**src/rtl/alu_muldiv.sv**
```systemverilog
// alu_muldiv: iterative RV32M-style multiply/divide unit, generalised to XLEN.
// A radix-2 shift-add multiplier and a restoring divider share one datapath
// (hi_reg:lo_reg pair plus an operand register). The result is held until the
// consumer takes it.
//
// Ports:
//   clk, rst_n            clock (rising edge), asynchronous active-low reset
//   flush                 synchronous abort back to IDLE, discards any result
//   in_valid / in_ready   request handshake (in_ready high only in IDLE)
//   in_op                 0 MUL,1 MULH,2 MULHSU,3 MULHU,4 DIV,5 DIVU,6 REM,7 REMU
//   in_src1, in_src2      rs1 (multiplicand/dividend), rs2 (multiplier/divisor)
//   out_valid / out_ready result handshake
//   out_result, out_zero  result and its zero flag, valid with out_valid
module alu_muldiv #(
  parameter int XLEN = 32
) (
  input  logic            clk,
  input  logic            rst_n,
  input  logic            flush,
  input  logic            in_valid,
  output logic            in_ready,
  input  logic [2:0]      in_op,
  input  logic [XLEN-1:0] in_src1,
  input  logic [XLEN-1:0] in_src2,
  output logic            out_valid,
  input  logic            out_ready,
  output logic [XLEN-1:0] out_result,
  output logic            out_zero
);

  localparam int CNT_W = $clog2(XLEN) + 1;

  typedef enum logic [1:0] {S_IDLE, S_CALC, S_FIX, S_DONE} state_t;

  state_t            state_reg;
  logic [CNT_W-1:0]  cnt_reg;
  logic [2:0]        op_reg;
  logic [XLEN-1:0]   hi_reg;
  logic [XLEN-1:0]   lo_reg;
  logic [XLEN-1:0]   opd_reg;
  logic              neg_q_reg;   // product / quotient must be negated
  logic              neg_r_reg;   // remainder must be negated (dividend sign)
  logic              out_valid_reg;
  logic [XLEN-1:0]   out_result_reg;
  logic              out_zero_reg;

  // ---------------- accept-time operand preparation ----------------
  logic            s1_signed, s2_signed, neg1, neg2;
  logic [XLEN-1:0] mag1, mag2;
  logic            div_by_zero, div_ovf, special;
  logic [XLEN-1:0] special_res;

  always_comb begin
    s1_signed   = in_op[2] ? ~in_op[0] : (in_op[1:0] != 2'd3);
    s2_signed   = in_op[2] ? ~in_op[0] : ~in_op[1];
    neg1        = s1_signed & in_src1[XLEN-1];
    neg2        = s2_signed & in_src2[XLEN-1];
    // Negating the most negative value yields 2^(XLEN-1), correct as unsigned.
    mag1        = neg1 ? (~in_src1 + 1'b1) : in_src1;
    mag2        = neg2 ? (~in_src2 + 1'b1) : in_src2;
    div_by_zero = in_op[2] & (in_src2 == '0);
    div_ovf     = in_op[2] & ~in_op[0] & (in_src1 == {1'b1, {(XLEN-1){1'b0}}}) & (&in_src2);
    special     = div_by_zero | div_ovf;
    special_res = '0;
    if (div_by_zero)
      special_res = in_op[1] ? in_src1 : '1;
    else if (div_ovf)
      special_res = in_op[1] ? '0 : in_src1;
  end

  // ---------------- one iteration of the shared datapath ----------------
  logic [XLEN-1:0] addend;
  logic [XLEN:0]   mul_sum;
  logic [XLEN:0]   div_shift;
  logic            div_ok;
  logic [XLEN-1:0] div_rem;
  logic [XLEN-1:0] hi_next, lo_next;

  always_comb begin
    // Multiply: add multiplicand when the multiplier LSB is set, then shift
    // the whole {carry,hi,lo} right one place.
    addend    = lo_reg[0] ? opd_reg : '0;
    mul_sum   = {1'b0, hi_reg} + {1'b0, addend};
    // Divide: shift {rem,quo} left one place, keep the trial difference only
    // if it did not go negative. The remainder is always below the divisor,
    // so the shifted value fits in XLEN+1 bits and the difference in XLEN.
    div_shift = {hi_reg, lo_reg[XLEN-1]};
    div_ok    = (div_shift >= {1'b0, opd_reg});
    div_rem   = div_shift[XLEN-1:0] - opd_reg;
    if (op_reg[2]) begin
      hi_next = div_ok ? div_rem : div_shift[XLEN-1:0];
      lo_next = {lo_reg[XLEN-2:0], div_ok};
    end else begin
      hi_next = mul_sum[XLEN:1];
      lo_next = {mul_sum[0], lo_reg[XLEN-1:1]};
    end
  end

  // ---------------- sign correction and result select ----------------
  logic [2*XLEN-1:0] prod_fix;
  logic [XLEN-1:0]   quo_fix, rem_fix, fix_res;

  always_comb begin
    prod_fix = neg_q_reg ? (~{hi_reg, lo_reg} + 1'b1) : {hi_reg, lo_reg};
    quo_fix  = neg_q_reg ? (~lo_reg + 1'b1) : lo_reg;
    rem_fix  = neg_r_reg ? (~hi_reg + 1'b1) : hi_reg;
    case (op_reg)
      3'd0:         fix_res = prod_fix[XLEN-1:0];
      3'd1, 3'd2,
      3'd3:         fix_res = prod_fix[2*XLEN-1:XLEN];
      3'd4, 3'd5:   fix_res = quo_fix;
      default:      fix_res = rem_fix;
    endcase
  end

  // ---------------- control FSM ----------------
  always_ff @(posedge clk or negedge rst_n) begin
    if (!rst_n) begin
      state_reg      <= S_IDLE;
      cnt_reg        <= '0;
      op_reg         <= '0;
      hi_reg         <= '0;
      lo_reg         <= '0;
      opd_reg        <= '0;
      neg_q_reg      <= 1'b0;
      neg_r_reg      <= 1'b0;
      out_valid_reg  <= 1'b0;
      out_result_reg <= '0;
      out_zero_reg   <= 1'b1;
    end else if (flush) begin
      state_reg     <= S_IDLE;
      cnt_reg       <= '0;
      out_valid_reg <= 1'b0;
    end else begin
      case (state_reg)
        S_IDLE: begin
          if (in_valid) begin
            op_reg    <= in_op;
            cnt_reg   <= '0;
            neg_q_reg <= neg1 ^ neg2;
            neg_r_reg <= neg1;
            hi_reg    <= '0;
            lo_reg    <= in_op[2] ? mag1 : mag2;
            opd_reg   <= in_op[2] ? mag2 : mag1;
            if (special) begin
              // Result is known now; DONE raises out_valid on its first cycle.
              out_result_reg <= special_res;
              out_zero_reg   <= (special_res == '0);
              state_reg      <= S_DONE;
            end else begin
              state_reg <= S_CALC;
            end
          end
        end
        S_CALC: begin
          if (cnt_reg == CNT_W'(XLEN)) begin
            state_reg <= S_FIX;
          end else begin
            hi_reg  <= hi_next;
            lo_reg  <= lo_next;
            cnt_reg <= cnt_reg + CNT_W'(1);
          end
        end
        S_FIX: begin
          out_result_reg <= fix_res;
          out_zero_reg   <= (fix_res == '0);
          out_valid_reg  <= 1'b1;
          state_reg      <= S_DONE;
        end
        S_DONE: begin
          if (!out_valid_reg) begin
            out_valid_reg <= 1'b1;
          end else if (out_ready) begin
            out_valid_reg <= 1'b0;
            state_reg     <= S_IDLE;
          end
        end
        default: state_reg <= S_IDLE;
      endcase
    end
  end

  assign in_ready   = (state_reg == S_IDLE);
  assign out_valid  = out_valid_reg;
  assign out_result = out_result_reg;
  assign out_zero   = out_zero_reg;

endmodule

```
**config.mk**
```make
export PLATFORM = sky130hd
export DESIGN_NAME = alu_muldiv
export DESIGN_NICKNAME = d
export VERILOG_FILES = /design/src/rtl/alu_muldiv.sv
export SDC_FILE = /design/constraint.sdc
export NUM_CORES = 1
export LEC_CHECK = 0
export CORE_UTILIZATION = 30
export DETAILED_ROUTE_END_ITERATION = 10
export PLACE_DENSITY = 0.54
export SLEW_MARGIN = 30
export SYNTH_ARGS = -nofsm -noshare
export SYNTH_HDL_FRONTEND = slang
export SYNTH_SLANG_ARGS = --single-unit
```
**constraint.sdc**
```tcl
create_clock -name clk -period 5 [get_ports clk]
set_input_delay 0.75 -clock clk [delete_from_list [all_inputs] [get_ports clk]]
set_output_delay 0.75 -clock clk [all_outputs]
set_load 0.1 [all_outputs]
```
==> results.md <==
- Register area share after synthesis: 23.3%
- Fin cells: 2780
- Worst-path fanout max: 17
- Worst slew pin tran: 1020 ps
- Worst hold path class: in -> async
- Multi-input logic area: 11000 um^2
- Hold_buf cts: 0
- Min Tclk post-route: 4520 ps
- Synthesized flop and latch total: 143
- Clock power frac: 10.3%
- Register area: 3580 um^2
- Synth warn: 0
- R2r setup slk: 480 ps
- Leakage dissipation: 7.63 nW
- Reg power frac: 17.2%
- Global Route Usage Sum: 24.1%
- Share of cells above drive strength 1: 7.40%
- DP HPWL: 49700 um
- Combinational power share: 72.5%
- Fin crit share: 90.4%
- Setup slack at placement: 611 ps
- Area delta synth->final: 15.9%
- Clock Sinks: 143
- CTS clk-pin slew, worst paths: 70 ps
- Core Footprint: 50300 um^2
- DR WL/cell: 23.0 um
- Initial antenna violation count: 2
- ANT nets after route: 0
- Netlist Area Pre-Place: 15300 um^2
- Clk buf depth: 2
- Synth top area share: 23.2%
- Net Count, Synth: 2208
- Post-CTS Repair Setup Buffers: 0
- Dpl cells: 2747
- Number of buffers created by CTS: 17
- H-tree level count: 4
- Cells after Synth: 2059
- Vias after detailed routing: 16337
- Startpoint types: register
- P_int: 5.90 mW
- TritonCTS clock tree: yes
- Chip Width: 228 um
- Ranking of synthesized cells by area: dfrtp_1, a21oi_1, ha_1, xnor2_1, o21ai_0
- Reg2Reg Depth: 11
- Max-cap violations: 0
- Yosys top cell by area: dfrtp_1
- Clk root buf: clkbuf_16
- Worst-skew pair later-pin latency: 470 ps
- Initial DRT Pass Iterations: 6
- Reg2reg start: lo_reg[11]
- Async set-reset flop share out of synthesis: 100%
- Library cells used by synthesis: 79
- Routability cong.: 0.945
- Design Area, Final: 17800 um^2
- RSZ-0062 raised after global routing: no
- Pin count of the biggest net entering global routing: 63
- Routed vias/inst: 5.88
- CP arrival: 4910 ps
- DRC viols: 0
- Worst Skew: 19.4 ps
- Initial core utilization: 30.5%
- Drt total wl: 63800 um
- DRT iter0 DRCs: 1783
- Final core occ: 35.3%
- Switching fraction of total power: 57.4%
- Slew headroom: 31.8%
- Maximum vdd drop: 0.000409 V
- Grt total ovfl: 0
- First-pass GRT wire length: 96500 um
- Worst hold margin: 262 ps
- Required time worst endpoint: 5390 ps
- PwrDens: 778 nW/um^2
- # rows: 82
- Most common cell after layout, fill and taps aside: nor2_1
- Final nets: 2244
- Post-synth EDFFs: 0
- Fin worst setup slack: 478 ps
- Final Hold Fails: 0
- Fin. max-slew vios: 0
- FILL cells: 5390
- Status: finished clean
- WS Path Type: reg -> reg
- NetSw: 7.93 mW
- Syn Area/Cell: 7.45 um^2
- Full die area: 52000 um^2
- Most frequent cells in the layout: nor2_1, nand2_1, a21oi_1, o21ai_0, dfrtp_1
- Area post-placement: 17100 um^2
- Primary FF master, synth: dfrtp_1
- Via count of the first global-routing pass: 15333
- Setup TNS: 0 ps
- Setup violations, final: 0
- I/O Buffers: 106
- I/O Pins: 107
- Critical R2R Capture: out_zero
- Max frequency: 221 MHz
- Post_cts resized: 0
- Total power: 13.8 mW
- Setup crit end kind: register
- Die span in y: 228 um
## power by group through the flow
stage / sequential, mW / clock [mW] / combinational [mW]
after floorplan: 2.69 / 0 / 6.27
after global placement: 2.37 / 0 / 9.67
after detailed placement: 2.38 / 0 / 9.71
after CTS: 2.36 / 1.43 / 9.77
after global routing: 2.44 / 1.48 / 10.7
final: 2.38 / 1.42 / 10.0
## worst max-delay path, cell delays in order, from the launching register on
cell and delay [ps]:
dfrtp_1 460, nor4_1 690, nand4_1 190, buf_4 220, or3_1 670, o41ai_1 510, xnor2_1 130, a222oi_1 840
nand2_1 110, nor4_1 260, nand4_1 190, o21ai_1 160
## cell families (layout without fill, tap and decap cells)
logic type,after synthesis,count (layout),synth area share (%)
AO/OA/AOI/OAI,703,703,29.5
buffers and inverters,217,265,5.40
other,0,1,0
multiplexers,66,66,4.55
adder cells (fa/ha/maj),77,77,6.38
flip-flops,143,143,23.3
AND/OR/NAND/NOR,685,685,21.3
XOR/XNOR,168,168,9.59
## final cells by class
| type | instances | area share, % |
|---|---|---|
| Antenna cell | 1 | 0.0141 |
| Clock buffer | 18 | 2.47 |
| Clock inverter | 13 | 1.00 |
| Inverter | 69 | 1.46 |
| Multi-Input combinational cell | 1699 | 61.7 |
| Sequential cell | 143 | 20.2 |
| Tap cell | 672 | 4.73 |
| Timing Repair Buffer | 165 | 8.43 |
## worst max-delay path by stage
stage,to,from,slack [ps]
5_1_grt,out_zero,lo_reg[10],450
3_5_place_dp,out_zero,lo_reg[11],610
6_report,out_zero,lo_reg[11],480
2_1_floorplan,out_zero,lo_reg[0],1410
4_1_cts,out_zero,lo_reg[11],590
3_3_place_gp,out_zero,lo_reg[11],610
## cell usage after synthesis, drive strengths merged, types with 36 or more instances
library cell and instances:
nor2 218, ha 75, nor3 45, a211oi 71, a21o 65, mux2i 36, a21oi 188, nand2 198
o21ai 177, clkbuf 133, xor2 67, inv 68, dfrtp 142, xnor2 101
## routing by layer
metal | part of all wire [%] | GRT usage [%] | wire [um] | vias to the layer above
li1 | - | - | - | 7620
met1 | 45 | 33.8 | 29000 | 7895
met2 | 44 | 36.9 | 28000 | 726
met3 | 7.7 | 4.32 | 4890 | 96
met4 | 3.1 | 8.24 | 1960 | 0
met5 | 0 | 0 | 0 | -
(Power assumes the default switching activity.)
